[src/rtl/wave_sequencer.sv]
// -----------------------------------------------------------------------------
// wave_sequencer
// Plays a 4-entry pattern table on the square-wave output. Each entry holds
// an ON multiplier, an OFF multiplier and a repeat count; one period of an
// entry is `on` units high followed by `off` units low, where a unit is
// CYCLES clocks. An entry with on=0 and off=0 marks the end of the pattern.
//
// Ports:
//   clk       system clock
//   reset_n   asynchronous active-low reset (clears table and all state)
//   start     one-cycle request to play from entry 0 (ignored while busy)
//   stop      one-cycle abort (ignored while idle)
//   loop      restart at entry 0 when the pattern ends, sampled at entry end
//   wr_en     table write strobe, accepted in any state
//   wr_addr   table entry index
//   wr_on     ON multiplier (units)
//   wr_off    OFF multiplier (units)
//   wr_rep    extra repetitions of the entry (rep+1 periods in total)
//   out       registered square-wave output
//   busy      registered, high while a pattern is playing
//   step_idx  registered index of the playing entry, 0 when idle
//   done      registered one-cycle pulse when the pattern ends or is aborted
// -----------------------------------------------------------------------------
module wave_sequencer #(
   parameter int CYCLES = 1200000,
   parameter int PW     = 21
) (
   input  logic       clk,
   input  logic       reset_n,
   input  logic       start,
   input  logic       stop,
   input  logic       loop,
   input  logic       wr_en,
   input  logic [1:0] wr_addr,
   input  logic [3:0] wr_on,
   input  logic [3:0] wr_off,
   input  logic [3:0] wr_rep,
   output logic       out,
   output logic       busy,
   output logic [1:0] step_idx,
   output logic       done
);

   typedef enum logic [1:0] {
      ST_IDLE = 2'd0,
      ST_ON   = 2'd1,
      ST_OFF  = 2'd2
   } state_t;

   localparam logic [PW-1:0] PRE_LAST = PW'(CYCLES - 1);
   localparam logic [PW-1:0] PRE_ONE  = PW'(1);

   logic [3:0]    on_tab_r  [4];
   logic [3:0]    off_tab_r [4];
   logic [3:0]    rep_tab_r [4];

   state_t        state_r, state_s;
   logic [1:0]    e_r, e_s;
   logic [3:0]    r_r, r_s;
   logic [3:0]    cur_on_r, cur_on_s;
   logic [3:0]    cur_off_r, cur_off_s;
   logic [3:0]    cur_rep_r, cur_rep_s;
   logic [PW-1:0] pre_r, pre_s;
   logic [3:0]    unit_r, unit_s;
   logic          done_s;

   logic          out_r, busy_r, done_r;
   logic [1:0]    step_r;

   logic          tick_s, phase_done_s, inc_end_s, zero_end_s;
   logic [1:0]    e_inc_s;
   logic [3:0]    phase_len_s;
   logic          load_s, finish_s, rephase_s;
   logic [1:0]    load_idx_s;

   assign tick_s       = (pre_r == PRE_LAST);
   assign phase_len_s  = (state_r == ST_ON) ? cur_on_r : cur_off_r;
   assign phase_done_s = tick_s && (unit_r == (phase_len_s - 4'd1));
   assign e_inc_s      = e_r + 2'd1;
   assign inc_end_s    = (on_tab_r[e_inc_s] == 4'd0) && (off_tab_r[e_inc_s] == 4'd0);
   assign zero_end_s   = (on_tab_r[0] == 4'd0) && (off_tab_r[0] == 4'd0);

   // Pattern table write port.
   always_ff @(posedge clk or negedge reset_n) begin
      if (!reset_n) begin
         for (int i = 0; i < 4; i++) begin
            on_tab_r[i]  <= 4'd0;
            off_tab_r[i] <= 4'd0;
            rep_tab_r[i] <= 4'd0;
         end
      end else if (wr_en) begin
         on_tab_r[wr_addr]  <= wr_on;
         off_tab_r[wr_addr] <= wr_off;
         rep_tab_r[wr_addr] <= wr_rep;
      end
   end

   // Next-state logic: decide the transition, then apply entry loading,
   // same-entry repeat or termination on top of the default counting.
   always_comb begin
      state_s    = state_r;
      e_s        = e_r;
      r_s        = r_r;
      cur_on_s   = cur_on_r;
      cur_off_s  = cur_off_r;
      cur_rep_s  = cur_rep_r;
      pre_s      = tick_s ? {PW{1'b0}} : (pre_r + PRE_ONE);
      unit_s     = tick_s ? (unit_r + 4'd1) : unit_r;
      done_s     = 1'b0;
      load_s     = 1'b0;
      load_idx_s = 2'd0;
      finish_s   = 1'b0;
      rephase_s  = 1'b0;

      case (state_r)
         ST_IDLE: begin
            pre_s  = {PW{1'b0}};
            unit_s = 4'd0;
            if (start && !stop) begin
               load_s = 1'b1;
            end else begin
               load_s = 1'b0;
            end
         end
         ST_ON, ST_OFF: begin
            if (stop) begin
               finish_s = 1'b1;
            end else if (phase_done_s) begin
               if ((state_r == ST_ON) && (cur_off_r != 4'd0)) begin
                  state_s = ST_OFF;
                  pre_s   = {PW{1'b0}};
                  unit_s  = 4'd0;
               end else if (r_r < cur_rep_r) begin
                  r_s       = r_r + 4'd1;
                  rephase_s = 1'b1;
               end else if ((e_r != 2'd3) && !inc_end_s) begin
                  load_s     = 1'b1;
                  load_idx_s = e_inc_s;
               end else if (loop && !zero_end_s) begin
                  // End of pattern with looping; an END at entry 0 never loops.
                  load_s     = 1'b1;
                  load_idx_s = 2'd0;
               end else begin
                  finish_s = 1'b1;
               end
            end else begin
               finish_s = 1'b0;
            end
         end
         default: begin
            finish_s = 1'b1;
         end
      endcase

      if (rephase_s) begin
         pre_s   = {PW{1'b0}};
         unit_s  = 4'd0;
         state_s = (cur_on_r != 4'd0) ? ST_ON : ST_OFF;
      end else begin
         rephase_s = 1'b0;
      end

      if (load_s) begin
         e_s       = load_idx_s;
         r_s       = 4'd0;
         cur_on_s  = on_tab_r[load_idx_s];
         cur_off_s = off_tab_r[load_idx_s];
         cur_rep_s = rep_tab_r[load_idx_s];
         pre_s     = {PW{1'b0}};
         unit_s    = 4'd0;
         if (on_tab_r[load_idx_s] != 4'd0) begin
            state_s = ST_ON;
         end else if (off_tab_r[load_idx_s] != 4'd0) begin
            state_s = ST_OFF;
         end else begin
            // Only reachable from IDLE: entry 0 is an END marker.
            state_s = ST_IDLE;
            done_s  = 1'b1;
            e_s     = 2'd0;
         end
      end else begin
         load_s = 1'b0;
      end

      if (finish_s) begin
         state_s = ST_IDLE;
         done_s  = 1'b1;
         e_s     = 2'd0;
         r_s     = 4'd0;
         pre_s   = {PW{1'b0}};
         unit_s  = 4'd0;
      end else begin
         finish_s = 1'b0;
      end
   end

   // State, working registers and registered outputs.
   always_ff @(posedge clk or negedge reset_n) begin
      if (!reset_n) begin
         state_r   <= ST_IDLE;
         e_r       <= 2'd0;
         r_r       <= 4'd0;
         cur_on_r  <= 4'd0;
         cur_off_r <= 4'd0;
         cur_rep_r <= 4'd0;
         pre_r     <= {PW{1'b0}};
         unit_r    <= 4'd0;
         out_r     <= 1'b0;
         busy_r    <= 1'b0;
         step_r    <= 2'd0;
         done_r    <= 1'b0;
      end else begin
         state_r   <= state_s;
         e_r       <= e_s;
         r_r       <= r_s;
         cur_on_r  <= cur_on_s;
         cur_off_r <= cur_off_s;
         cur_rep_r <= cur_rep_s;
         pre_r     <= pre_s;
         unit_r    <= unit_s;
         out_r     <= (state_s == ST_ON);
         busy_r    <= (state_s != ST_IDLE);
         step_r    <= e_s;
         done_r    <= done_s;
      end
   end

   assign out      = out_r;
   assign busy     = busy_r;
   assign step_idx = step_r;
   assign done     = done_r;

endmodule

[config.mk]
export PLATFORM = sky130hd
export DESIGN_NAME = wave_sequencer
export DESIGN_NICKNAME = d
export VERILOG_FILES = /design/src/rtl/wave_sequencer.sv
export SDC_FILE = /design/constraint.sdc
export NUM_CORES = 1
export LEC_CHECK = 0
export CAP_MARGIN = 20
export CELL_PAD_IN_SITES_DETAIL_PLACEMENT = 0
export CELL_PAD_IN_SITES_GLOBAL_PLACEMENT = 1
export CORE_MARGIN = 10
export CORE_UTILIZATION = 52
export CTS_CLUSTER_SIZE = 10
export DETAILED_ROUTE_END_ITERATION = 8
export GPL_TIMING_DRIVEN = 0
export HOLD_SLACK_MARGIN = 0.12
export PLACE_DENSITY_LB_ADDON = 0.3
export RECOVER_POWER = 25
export SLEW_MARGIN = 25
export SYNTH_ARGS = -nofsm -noshare
export SYNTH_HDL_FRONTEND = slang
export SYNTH_SLANG_ARGS = --single-unit
export TNS_END_PERCENT = 5
[constraint.sdc]
create_clock -name clk -period 10.38 [get_ports clk]
set_input_delay 3.114 -clock clk [delete_from_list [all_inputs] [get_ports clk]]
set_output_delay 3.114 -clock clk [all_outputs]
set_load 0.01 [all_outputs]
==> impl_metrics.csv <==
group,metric,value,unit
outcome,status,"finished, violations left",
outcome,violations,"capacitance limit, slew limit",
final_layout,drive_gt1_share,16.54,%
yosys,netlist.top_cell.by_area,"dfrtp_1",
cts,clock_sink_count,96,
placed_design,globalplace.congestion,0.8752,
placed_design,io_buffers,24,
cts,path_clk_slew,0.09,ns
power,ir_worst_vdd,0.1232,mV
setup_path,crit_fanout,10,
sta,skew,0.01109,ns
yosys,syn_inst,481,
final_layout,fin_nets,548,
yosys,avgSynthCellArea,10.59,um^2
sta,setup_viol,0,
sta,setup_tns,0,ns
sta,min_period,5.313,ns
final_layout,antenna-diode-count,0,
power,p_comb_share,29.7,%
setup_path,required,10.64,ns
sta,drv_slew,37,
yosys,synth_edf_count,0,
worst_hold_path,hold_depth,1,
floorplan,core-area,9639,um^2
setup_path,timing.rr.start,"state_r[1]$_DFF_PN0_",
sta,rsz0062_at_grt,"false",
floorplan,ios,25,
power,pwr_density_cell,177.0,nW/um^2
yosys,synth_area_leaders,"dfrtp_1 (47%), mux2_2 (11%), nor2_1 (5.3%)",
route,ant_nets,0,
yosys,synth_cell_types,63,
cts,htreeDepth,3,
floorplan,std_cell_rows,36,
power,p_leak,2.384,nW
floorplan,die_area,14150,um^2
global_routing,antenna_found_initial,0,
setup_path,worst-r2r-cell-count,14,
worst_hold_path,hp-start,"pre_r[0]$_DFF_PN0_",
cts,cts_max_path_buffers,2,
cts,cts_setup_buffers,0,
cts,hold_buffers,0,
cts,clock_latency,0.38,ns
setup_path,r2r_end,"pre_r[14]$_DFF_PN0_",
cts,post_cts_resized,0,
sta,worst_pin_slew,2.051,ns
floorplan,die_h,119.0,um
global_routing,grt_pass1_wl,18.55,mm
global_routing,grt_max_degree,61,
floorplan,start_util,52.83,%
flow_run,maxCapViolCount,1,
placed_design,dp_hpwl,8.301,mm
power,intPower,0.6617,mW
sta,relSlewSlack,-36.71,%
route,num_vias,3680,
route,first_pass_iters,5,
yosys,synth_top_area_share,47.17,%
yosys,synth_area,5092,um^2
route,vias_per_cell,5.636,
cts,cts-root-buf,"clkbuf_8",
setup_path,startpoint,"stop",
sta,fin_crit_sh,51.18,%
setup_path,cp_data_arrival_time,5.58,ns
setup_path,cp-start-kind,"input pin",
floorplan,die_x,119.0,um
global_routing,grtUsageTotal,16.11,%
power,clkPwrFrac,21.0,%
power,switching_power,0.3440,mW
yosys,async_flop_share,100.0,%
power,seq_power_share,49.3,%
worst_hold_path,hp-class,"reg2reg",
route,wirelength,10.86,mm
setup_path,path_class,"in2reg",
yosys,yosysWarningCount,0,
route,drt_iter0_markers,206,
yosys,synth_flop_cell,"dfrtp_1",
route,drc,0,
setup_path,cp-end-kind,"flip-flop",
yosys,synth_common_cells,"dfrtp_1 (96), nor2_1 (72), mux2_2 (48)",
cts,tritoncts,"built",
yosys,seq_area_frac_synth,47.17,%
sta,hold_violations,0,
cts,cts_buffers,9,
yosys,ys_seq_elements,96,
route,wl_per_cell,16.63,um
worst_hold_path,hold_end,"pre_r[0]$_DFF_PN0_",
power,p_total,1.006,mW
setup_path,regToRegSetupSlack,6.51,ns
power,power.share.switching,34.20,%
yosys,yosysMostFrequentCell,"dfrtp_1",
final_layout,area_growth,11.55,%
yosys,syn-num-nets,512,
global_routing,grt-ovfl-total,0,
sta,fmax,188.2,MHz
global_routing,grt_pass1_vias,3639,
-- placed cells by master (no fill, tap or decap), types with 7 or more instances in the layout --
| cell | instances |
|---|---|
| dfrtp_1 | 96 |
| clkdlybuf4s50_1 | 23 |
| nand2_1 | 40 |
| nand4_1 | 7 |
| mux2_2 | 48 |
| a21oi_1 | 16 |
| inv_1 | 10 |
| o21ai_0 | 9 |
| mux2i_1 | 10 |
| o211a_1 | 7 |
| nor2_1 | 72 |
| nand3_1 | 17 |
| clkbuf_8 | 9 |
| xnor2_1 | 14 |
| nor3_1 | 7 |
| ha_1 | 11 |
| and3_1 | 7 |
| xor2_1 | 15 |
-- final cells by class --
class / instances / area, um^2
flip-flops and latches: 96 / 2402
clock inverters: 5 / 36.28
plain buffers: 14 / 81.33
fillers: 876 / 3959
inverters: 10 / 37.54
clock buffers: 9 / 123.9
multi-input cells: 361 / 2571
well taps: 133 / 166.4
repair buffers: 25 / 261.5
-- stage by stage --
step	utilization (%)	cells	cell area, um^2	setup WS [ns]	hold slack, ns
after floorplan	-	481	5092	5.641	0.4514
after CTS	59.01	653	5688	5.117	0.4888
after global placement	57.05	638	5499	2.783	0.4710
after global routing	58.93	653	5680	4.945	0.5300
final	58.93	653	5680	5.067	0.4839
after detailed placement	57.35	639	5528	4.700	0.4758
-- logic make-up (layout without fill, tap and decap cells) --
family,after synthesis,after routing,synth area share (%)
compound gates,70,70,11.01
xor+xnor,29,29,4.988
fa+ha+maj,11,11,2.703
buf+inv,24,63,2.334
flops,96,96,47.17
mux,59,59,12.85
simple gates,192,192,18.94
-- critical path: stages --
cell and delay (ns):
clkdlybuf4s50_1 0.45, nor2_1 0.32, nand2_1 0.21, a2111oi_4 0.56
a21o_4 0.22, a21o_2 0.22, or3_1 0.20, buf_4 0.20
nor2_1 0.06
-- per-layer routing --
metal	vias up	routed length [um]	global-route usage (%)
met2	72	5019	25.21
met5	-	0	0
met4	0	166	5.344
li1	1793	-	-
met3	14	474	4.582
met1	1801	5198	21.07
-- worst max-delay path by stage --
| stage | end | slack [ns] |
|---|---|---|
| 6_report | pre_r[14]$_DFF_PN0_ | 5.07 |
| 5_1_grt | pre_r[17]$_DFF_PN0_ | 4.95 |
| 4_1_cts | pre_r[8]$_DFF_PN0_ | 5.12 |
| 3_5_place_dp | pre_r[8]$_DFF_PN0_ | 4.70 |
| 3_3_place_gp | rep_tab_r[0]$_DFFE_PN0P_ | 2.78 |
| 2_1_floorplan | cur_rep_r[2]$_DFFE_PN0P_ | 5.64 |
-- flip-flops by register name (all words and copies together), names as in the netlist --
name / count
off_tab_r: 16
cur_on_r: 4
busy: 1
rep_tab_r: 16
unit_r: 4
out: 1
step_idx: 2
cur_rep_r: 4
r_r: 4
cur_off_r: 4
pre_r: 21
done: 1
on_tab_r: 16
state_r: 2
-- power by group through the flow --
| stage | combinational, mW | clock [mW] | sequential [mW] |
|---|---|---|---|
| after global routing | 0.334 | 0.234 | 0.506 |
| after floorplan | 0.222 | 0 | 0.487 |
| after detailed placement | 0.300 | 0 | 0.503 |
| after global placement | 0.292 | 0 | 0.501 |
| final | 0.299 | 0.211 | 0.496 |
| after CTS | 0.302 | 0.220 | 0.495 |
Note: power is estimated with default switching activity, not from simulation.
